<file path="config.mk">
export PLATFORM = sky130hd
export DESIGN_NAME = spi_master_cfg
export DESIGN_NICKNAME = d
export VERILOG_FILES = /design/src/rtl/spi_pkg.sv /design/src/rtl/spi_clk_div.sv /design/src/rtl/spi_master_cfg.sv
export SDC_FILE = /design/constraint.sdc
export NUM_CORES = 1
export LEC_CHECK = 0
export ABC_CLOCK_PERIOD_IN_PS = 3450
export BUFFER_PORTS_ARGS = -buffer_cell sky130_fd_sc_hd__buf_4
export CAP_MARGIN = 20
export CORE_AREA = 2 2 76 78
export CTS_CLUSTER_SIZE = 20
export DETAILED_ROUTE_END_ITERATION = 16
export DIE_AREA = 0 0 78 80
export GPL_ROUTABILITY_DRIVEN = 0
export SETUP_SLACK_MARGIN = 0.1
export SYNTH_ARGS = -nofsm -noshare
export SYNTH_HDL_FRONTEND = slang
export SYNTH_SLANG_ARGS = --single-unit
</file>
<file path="constraint.sdc">
create_clock -name clk -period 3.45 [get_ports clk]
set_input_delay 0.345 -clock clk [delete_from_list [all_inputs] [get_ports clk]]
set_output_delay 0.345 -clock clk [all_outputs]
set_load 0.01 [all_outputs]
</file>
<file path="src/rtl/spi_pkg.sv">
// Shared types and constants for the configurable SPI master.
// State encoding, chip-select width helper and {cpol,cpha} mode codes.
package spi_pkg;

  typedef enum logic [2:0] {
    IDLE,
    LEAD,
    PH_A,
    PH_B,
    TRAIL
  } spi_state_t;

  localparam logic [1:0] SPI_MODE0 = 2'b00;
  localparam logic [1:0] SPI_MODE1 = 2'b01;
  localparam logic [1:0] SPI_MODE2 = 2'b10;
  localparam logic [1:0] SPI_MODE3 = 2'b11;

  function automatic int cs_width(input int n);
    return (n > 1) ? $clog2(n) : 1;
  endfunction

endpackage

</file>
<file path="src/rtl/spi_clk_div.sv">
// Half-period divider for the SPI master: counts 0..HALF_DIV-1.
// tc_o marks the last system clock of each SCLK half-period.
module spi_clk_div #(
  parameter int HALF_DIV = 50
) (
  input  logic clk,
  input  logic reset,
  input  logic clr_i,
  output logic tc_o
);

  localparam int CW = $clog2(HALF_DIV);
  localparam logic [CW-1:0] LAST = CW'(HALF_DIV - 1);

  logic [CW-1:0] cnt_q, cnt_d;

  assign tc_o = (cnt_q == LAST);

  always_comb begin
    cnt_d = cnt_q + CW'(1);
    if (clr_i || tc_o)
      cnt_d = '0;
  end

  always_ff @(posedge clk or negedge reset) begin
    if (!reset)
      cnt_q <= '0;
    else
      cnt_q <= cnt_d;
  end

endmodule

</file>
<file path="src/rtl/spi_master_cfg.sv">
// SPI master with runtime CPOL/CPHA, clock divider and several selects.
// Define SPI_MASTER_LSB_FIRST_EN to add the lsb_first port.
module spi_master_cfg
  import spi_pkg::*;
#(
  parameter int  DATA_W   = 8,
  parameter int  HALF_DIV = 50,
  parameter int  NUM_CS   = 1,
  localparam int CS_W     = cs_width(NUM_CS)
) (
  input  logic              clk,
  input  logic              reset,
  input  logic              start,
  input  logic [DATA_W-1:0] tx_data,
  input  logic              cpol,
  input  logic              cpha,
  input  logic [CS_W-1:0]   cs_sel,
`ifdef SPI_MASTER_LSB_FIRST_EN
  input  logic              lsb_first,
`endif
  output logic [DATA_W-1:0] rx_data,
  output logic              tx_ready,
  output logic              done,
  output logic              sclk,
  output logic              mosi,
  input  logic              miso,
  output logic [NUM_CS-1:0] cs_n
);

  localparam int BW = $clog2(DATA_W);
  localparam logic [BW-1:0] BIT_LAST = BW'(DATA_W - 1);

  spi_state_t        state_q, state_d;
  logic [DATA_W-1:0] tx_q, tx_d;
  logic [DATA_W-1:0] rx_sh_q, rx_sh_d;
  logic [DATA_W-1:0] rx_q;
  logic [BW-1:0]     bit_q, bit_d;
  logic              cpol_q, cpol_d;
  logic              cpha_q, cpha_d;
  logic [CS_W-1:0]   sel_q, sel_d;
  logic              lsb_q, lsb_d;
  logic              sclk_q, sclk_d;
  logic [NUM_CS-1:0] cs_n_q, cs_n_d;
  logic              done_q, done_d;
  logic              accept, div_clr, tc, lvl_a;

  assign accept  = start && (state_q == IDLE);
  assign div_clr = (state_q == IDLE);
  assign cpol_d  = accept ? cpol : cpol_q;
  assign cpha_d  = accept ? cpha : cpha_q;
  assign sel_d   = accept ? cs_sel : sel_q;
`ifdef SPI_MASTER_LSB_FIRST_EN
  assign lsb_d   = accept ? lsb_first : lsb_q;
`else
  assign lsb_d   = 1'b0;
`endif

  spi_clk_div #(
    .HALF_DIV(HALF_DIV)
  ) u_div (
    .clk  (clk),
    .reset(reset),
    .clr_i(div_clr),
    .tc_o (tc)
  );

  always_comb begin
    state_d = state_q;
    tx_d    = tx_q;
    rx_sh_d = rx_sh_q;
    bit_d   = bit_q;
    unique case (state_q)
      IDLE: begin
        bit_d = '0;
        if (start) begin
          state_d = LEAD;
          tx_d    = tx_data;
        end
      end
      LEAD: if (tc) state_d = PH_A;
      PH_A: begin
        if (tc) begin
          state_d = PH_B;
          if (lsb_q)
            rx_sh_d = {miso, rx_sh_q[DATA_W-1:1]};
          else
            rx_sh_d = {rx_sh_q[DATA_W-2:0], miso};
        end
      end
      PH_B: begin
        if (tc) begin
          if (bit_q == BIT_LAST) begin
            state_d = TRAIL;
          end else begin
            state_d = PH_A;
            bit_d   = bit_q + BW'(1);
            if (lsb_q)
              tx_d = {1'b0, tx_q[DATA_W-1:1]};
            else
              tx_d = {tx_q[DATA_W-2:0], 1'b0};
          end
        end
      end
      TRAIL: if (tc) state_d = IDLE;
      default: state_d = IDLE;
    endcase
  end

  assign done_d = (state_q == TRAIL) && tc;

  // Pins decode from the next state so SCLK edges align with state changes.
  always_comb begin
    lvl_a = 1'b0;
    unique case ({cpol_d, cpha_d})
      SPI_MODE0, SPI_MODE3: lvl_a = 1'b0;
      SPI_MODE1, SPI_MODE2: lvl_a = 1'b1;
      default:              lvl_a = 1'b0;
    endcase
    sclk_d = cpol_d;
    unique case (state_d)
      IDLE:    sclk_d = cpol;
      PH_A:    sclk_d = lvl_a;
      PH_B:    sclk_d = ~lvl_a;
      default: sclk_d = cpol_d;
    endcase
    cs_n_d = '1;
    if (state_d != IDLE) begin
      for (int i = 0; i < NUM_CS; i++) begin
        if (int'(sel_d) == i)
          cs_n_d[i] = 1'b0;
      end
    end
  end

  always_ff @(posedge clk or negedge reset) begin
    if (!reset) begin
      state_q <= IDLE;
      tx_q    <= '0;
      rx_sh_q <= '0;
      rx_q    <= '0;
      bit_q   <= '0;
      cpol_q  <= 1'b0;
      cpha_q  <= 1'b0;
      sel_q   <= '0;
      lsb_q   <= 1'b0;
      sclk_q  <= 1'b0;
      cs_n_q  <= '1;
      done_q  <= 1'b0;
    end else begin
      state_q <= state_d;
      tx_q    <= tx_d;
      rx_sh_q <= rx_sh_d;
      bit_q   <= bit_d;
      cpol_q  <= cpol_d;
      cpha_q  <= cpha_d;
      sel_q   <= sel_d;
      lsb_q   <= lsb_d;
      sclk_q  <= sclk_d;
      cs_n_q  <= cs_n_d;
      done_q  <= done_d;
      if (done_d)
        rx_q <= rx_sh_q;
    end
  end

  assign tx_ready = (state_q == IDLE);
  assign done     = done_q;
  assign rx_data  = rx_q;
  assign sclk     = sclk_q;
  assign cs_n     = cs_n_q;
  assign mosi     = lsb_q ? tx_q[0] : tx_q[DATA_W-1];

endmodule

</file>
==> summary.txt <==
Die Span Y: 80 um
1st-iter DRT viols: 111
Diodes inserted: 0
Final period demand of the worst path: 2.29 ns
Net switching power: 305 uW
Net Sw Frac: 25.8%
Number of flip-flops and latches in the synthesized netlist: 42
Post-CTS setup buffer count: 0
Unrepaired setup endpoints after global routing: false
CTS root buffer: clkbuf_8
HPWL after DPL: 2.24 mm
Number of cell rows: 27
Gate Count Post-Synth: 164
Max Transition Viols Final: 0
Post-synth design cell area: 1930 sq um
DRT Pass-1 Iters: 4
Number of nets in the synthesized netlist: 183
Total of buffers placed on input and output ports: 27
Mean post-synth cell area: 11.7 sq um
Peak clock frequency supported by timing: 436 MHz
Pwr/cell area: 516 nW/um^2
Detail-routed via count per cell: 4.76
Nets: 211
Outcome: completed
DRC violations left: 0
Sequential power share: 51.6%
Inserted Clock Buffers: 5
Wire per inst: 12.0 um
Period utilisation layout: 66.5%
DR vias: 1262
Horizontal die dimension: 78 um
Worst Setup Start Kind: flip-flop
Clock share of power: 32.1%
Leading cell types in the layout, fill and taps excluded: dfrtp_1, buf_4, nand2_1, nor2_1, o21ai_0
Final clock skew: 0.00375 ns
H-tree lvl count: 2
Critical path arrival: 2.47 ns
Ports placed on the boundary: 28
Required time of the worst setup path: 3.63 ns
Worst min-delay path class: input port to asynchronous set/reset pin
Full die area: 6240 sq um
Largest cells by area after synthesis: dfrtp_1, mux2_4, mux2_2, mux2i_1, nand2_1
Post-route antenna net violation count: 0
CTS tree: done
Wire length of the first global-routing pass: 5.61 mm
Synth Warn #: 0
Area of the core region: 5410 sq um
CTS Hold Buffers Added: 0
Overall power of the completed layout: 1180 uW
Area growth, synth to finish: 18.9%
Final routed wirelength across all metal layers: 3.18 mm
Yosys top cell by area: dfrtp_1
Summed negative setup slack over all endpoints: 0 ns
Int Pwr: 878 uW
Worst max-slew margin expressed relative to the limit: 36.6%
Post-synth top area share: 53.2%
Final hold vios: 0
Clock latency at the later pin of the worst-skew pair: 0.29 ns
Reported leakage power: 0.00117 uW
Clock sink count: 42
Largest net degree at the start of global routing: 43
Final setup violating endpoints: 0
CP Capture Type: flip-flop
Maximum buffer depth of the clock tree: 2
Combined global-route utilization of all metal layers: 11.6%
Via count of the first global-routing pass: 1267
Maximum fanout encountered on the critical timing path: 8
Max Cap Violations: 0
R2R depth: 4
Maximum resistive drop on vdd: 189 uV
Post-CTS Resized: 0
Number of distinct library cells after synthesis: 35
Most common cell after layout, fill and taps aside: dfrtp_1
Worst-margin pin slew: 0.951 ns
Sequential fraction of the synthesis area: 54.6%
Combinational group share of total power: 16.3%
Register clock-pin slew on the reported worst setup and hold paths: 0.08 ns
Grt total ovfl: 0
Initial core utilization: 35.6%
Critical setup path kind: flip-flop to flip-flop
Fraction of layout instances using a drive strength above 1: 28.5%
Antenna violations before repair: 0
==> synth_stat cells <==
cell type   n
clkbuf_1    1
a221o_1     1
nand4b_1    1
dfrtp_1    41
o211ai_1    1
mux2_2     10
dfstp_2     1
nand3_1     4
and3_1      1
o211a_1     1
inv_1       6
a311o_1     1
buf_2       4
or3_1       2
a211oi_1    1
or4b_2      1
a21oi_1     3
ha_1        4
o21bai_1    1
nand3b_1    1
o31ai_1     1
xnor2_1     4
mux2_4      8
nor4_1      1
o2bb2ai_1   1
nand2_1    20
mux2i_1     9
or3b_1      1
buf_6       2
o21ai_0    12
or2_1       1
a32oi_1     1
xor2_1      3
a221oi_1    1
nor2_1     13
==> cell type report <==
cell class	count	area (sq um)
multi-input cells	109	806
repair buffers	28	210
flip-flops and latches	42	1050
clock inverters	2	37.5
inverters	6	22.5
well taps	72	90.1
fillers	540	3110
clock buffers	6	72.6
==> critical path, cell delays in order, from the launching register on <==
cell and delay, ns:
dfrtp_1 0.42, or3b_1 0.49, or2_1 0.33, or3_1 0.58, mux2_4 0.37
==> per-layer routing <==
layer	up-vias	global-route usage [%]	part of all wire, %
li1	623	-	-
met1	601	14.8	46
met2	34	17.7	47
met3	4	3.39	3.9
met4	0	6.49	2.2
met5	-	0	0
==> path summary, 6_finish.rpt <==
check	end	start	slack, ns
min in group clk	rx_sh_q[0]$_DFFE_PN0P_	miso	0.29
worst max-delay path	rx_sh_q[1]$_DFFE_PN0P_	u_div.cnt_q[2]$_DFF_PN0_	1.16
worst min register to register	tx_q[0]$_DFFE_PN0P_	tx_q[0]$_DFFE_PN0P_	0.48
worst min-delay path	tx_q[4]$_DFFE_PN0P_	reset	0.02
worst max register to register	rx_sh_q[1]$_DFFE_PN0P_	u_div.cnt_q[2]$_DFF_PN0_	1.16
max in group asynchronous	cs_n$_DFF_PN1_	reset	3.04
==> kinds of logic (layout without fill, tap and decap cells) <==
logic type	after synthesis	count (layout)	share of synthesized area (%)
fa+ha+maj	4	4	2.60
compound gates	25	25	8.38
mux	27	27	16.8
xor+xnor	7	7	3.18
buf+inv	13	42	3.57
simple gates	46	46	10.9
flops	42	42	54.6
==> through the flow <==
step | hold slack [ns] | util, % | setup WS (ns) | std cells | cell area (sq um)
finish | 0.0238 | 42.4 | 1.16 | 265 | 2290
global route | 0.0702 | 42.4 | 0.871 | 265 | 2290
CTS | 0.0402 | 42.4 | 1.15 | 265 | 2290
detailed placement | 0.363 | 40.3 | 1.16 | 257 | 2180
global placement | 0.365 | 40.3 | 1.21 | 257 | 2180
floorplan | 0.0494 | - | 1.31 | 164 | 1930
==> power by group through the flow <==
stage          logic (uW)  registers, uW  clock network, uW
4_1_cts               196            611                398
3_5_place_dp          194            621                  0
5_1_grt               226            619                419
2_1_floorplan         131            614                  0
3_3_place_gp          193            619                  0
6_report              192            611                380
==> sequential cells by signal, summed over array words and instances (netlist names) <==
| register | flops |
|---|---|
| sel_q | 1 |
| bit_q | 3 |
| tx_q | 8 |
| cpol_q | 1 |
| rx_sh_q | 8 |
| state_q | 3 |
| u_div.cnt_q | 6 |
| cpha_q | 1 |
| done | 1 |
| cs_n | 1 |
| sclk | 1 |
| rx_data | 8 |
Note: power is estimated with default switching activity, not from simulation.
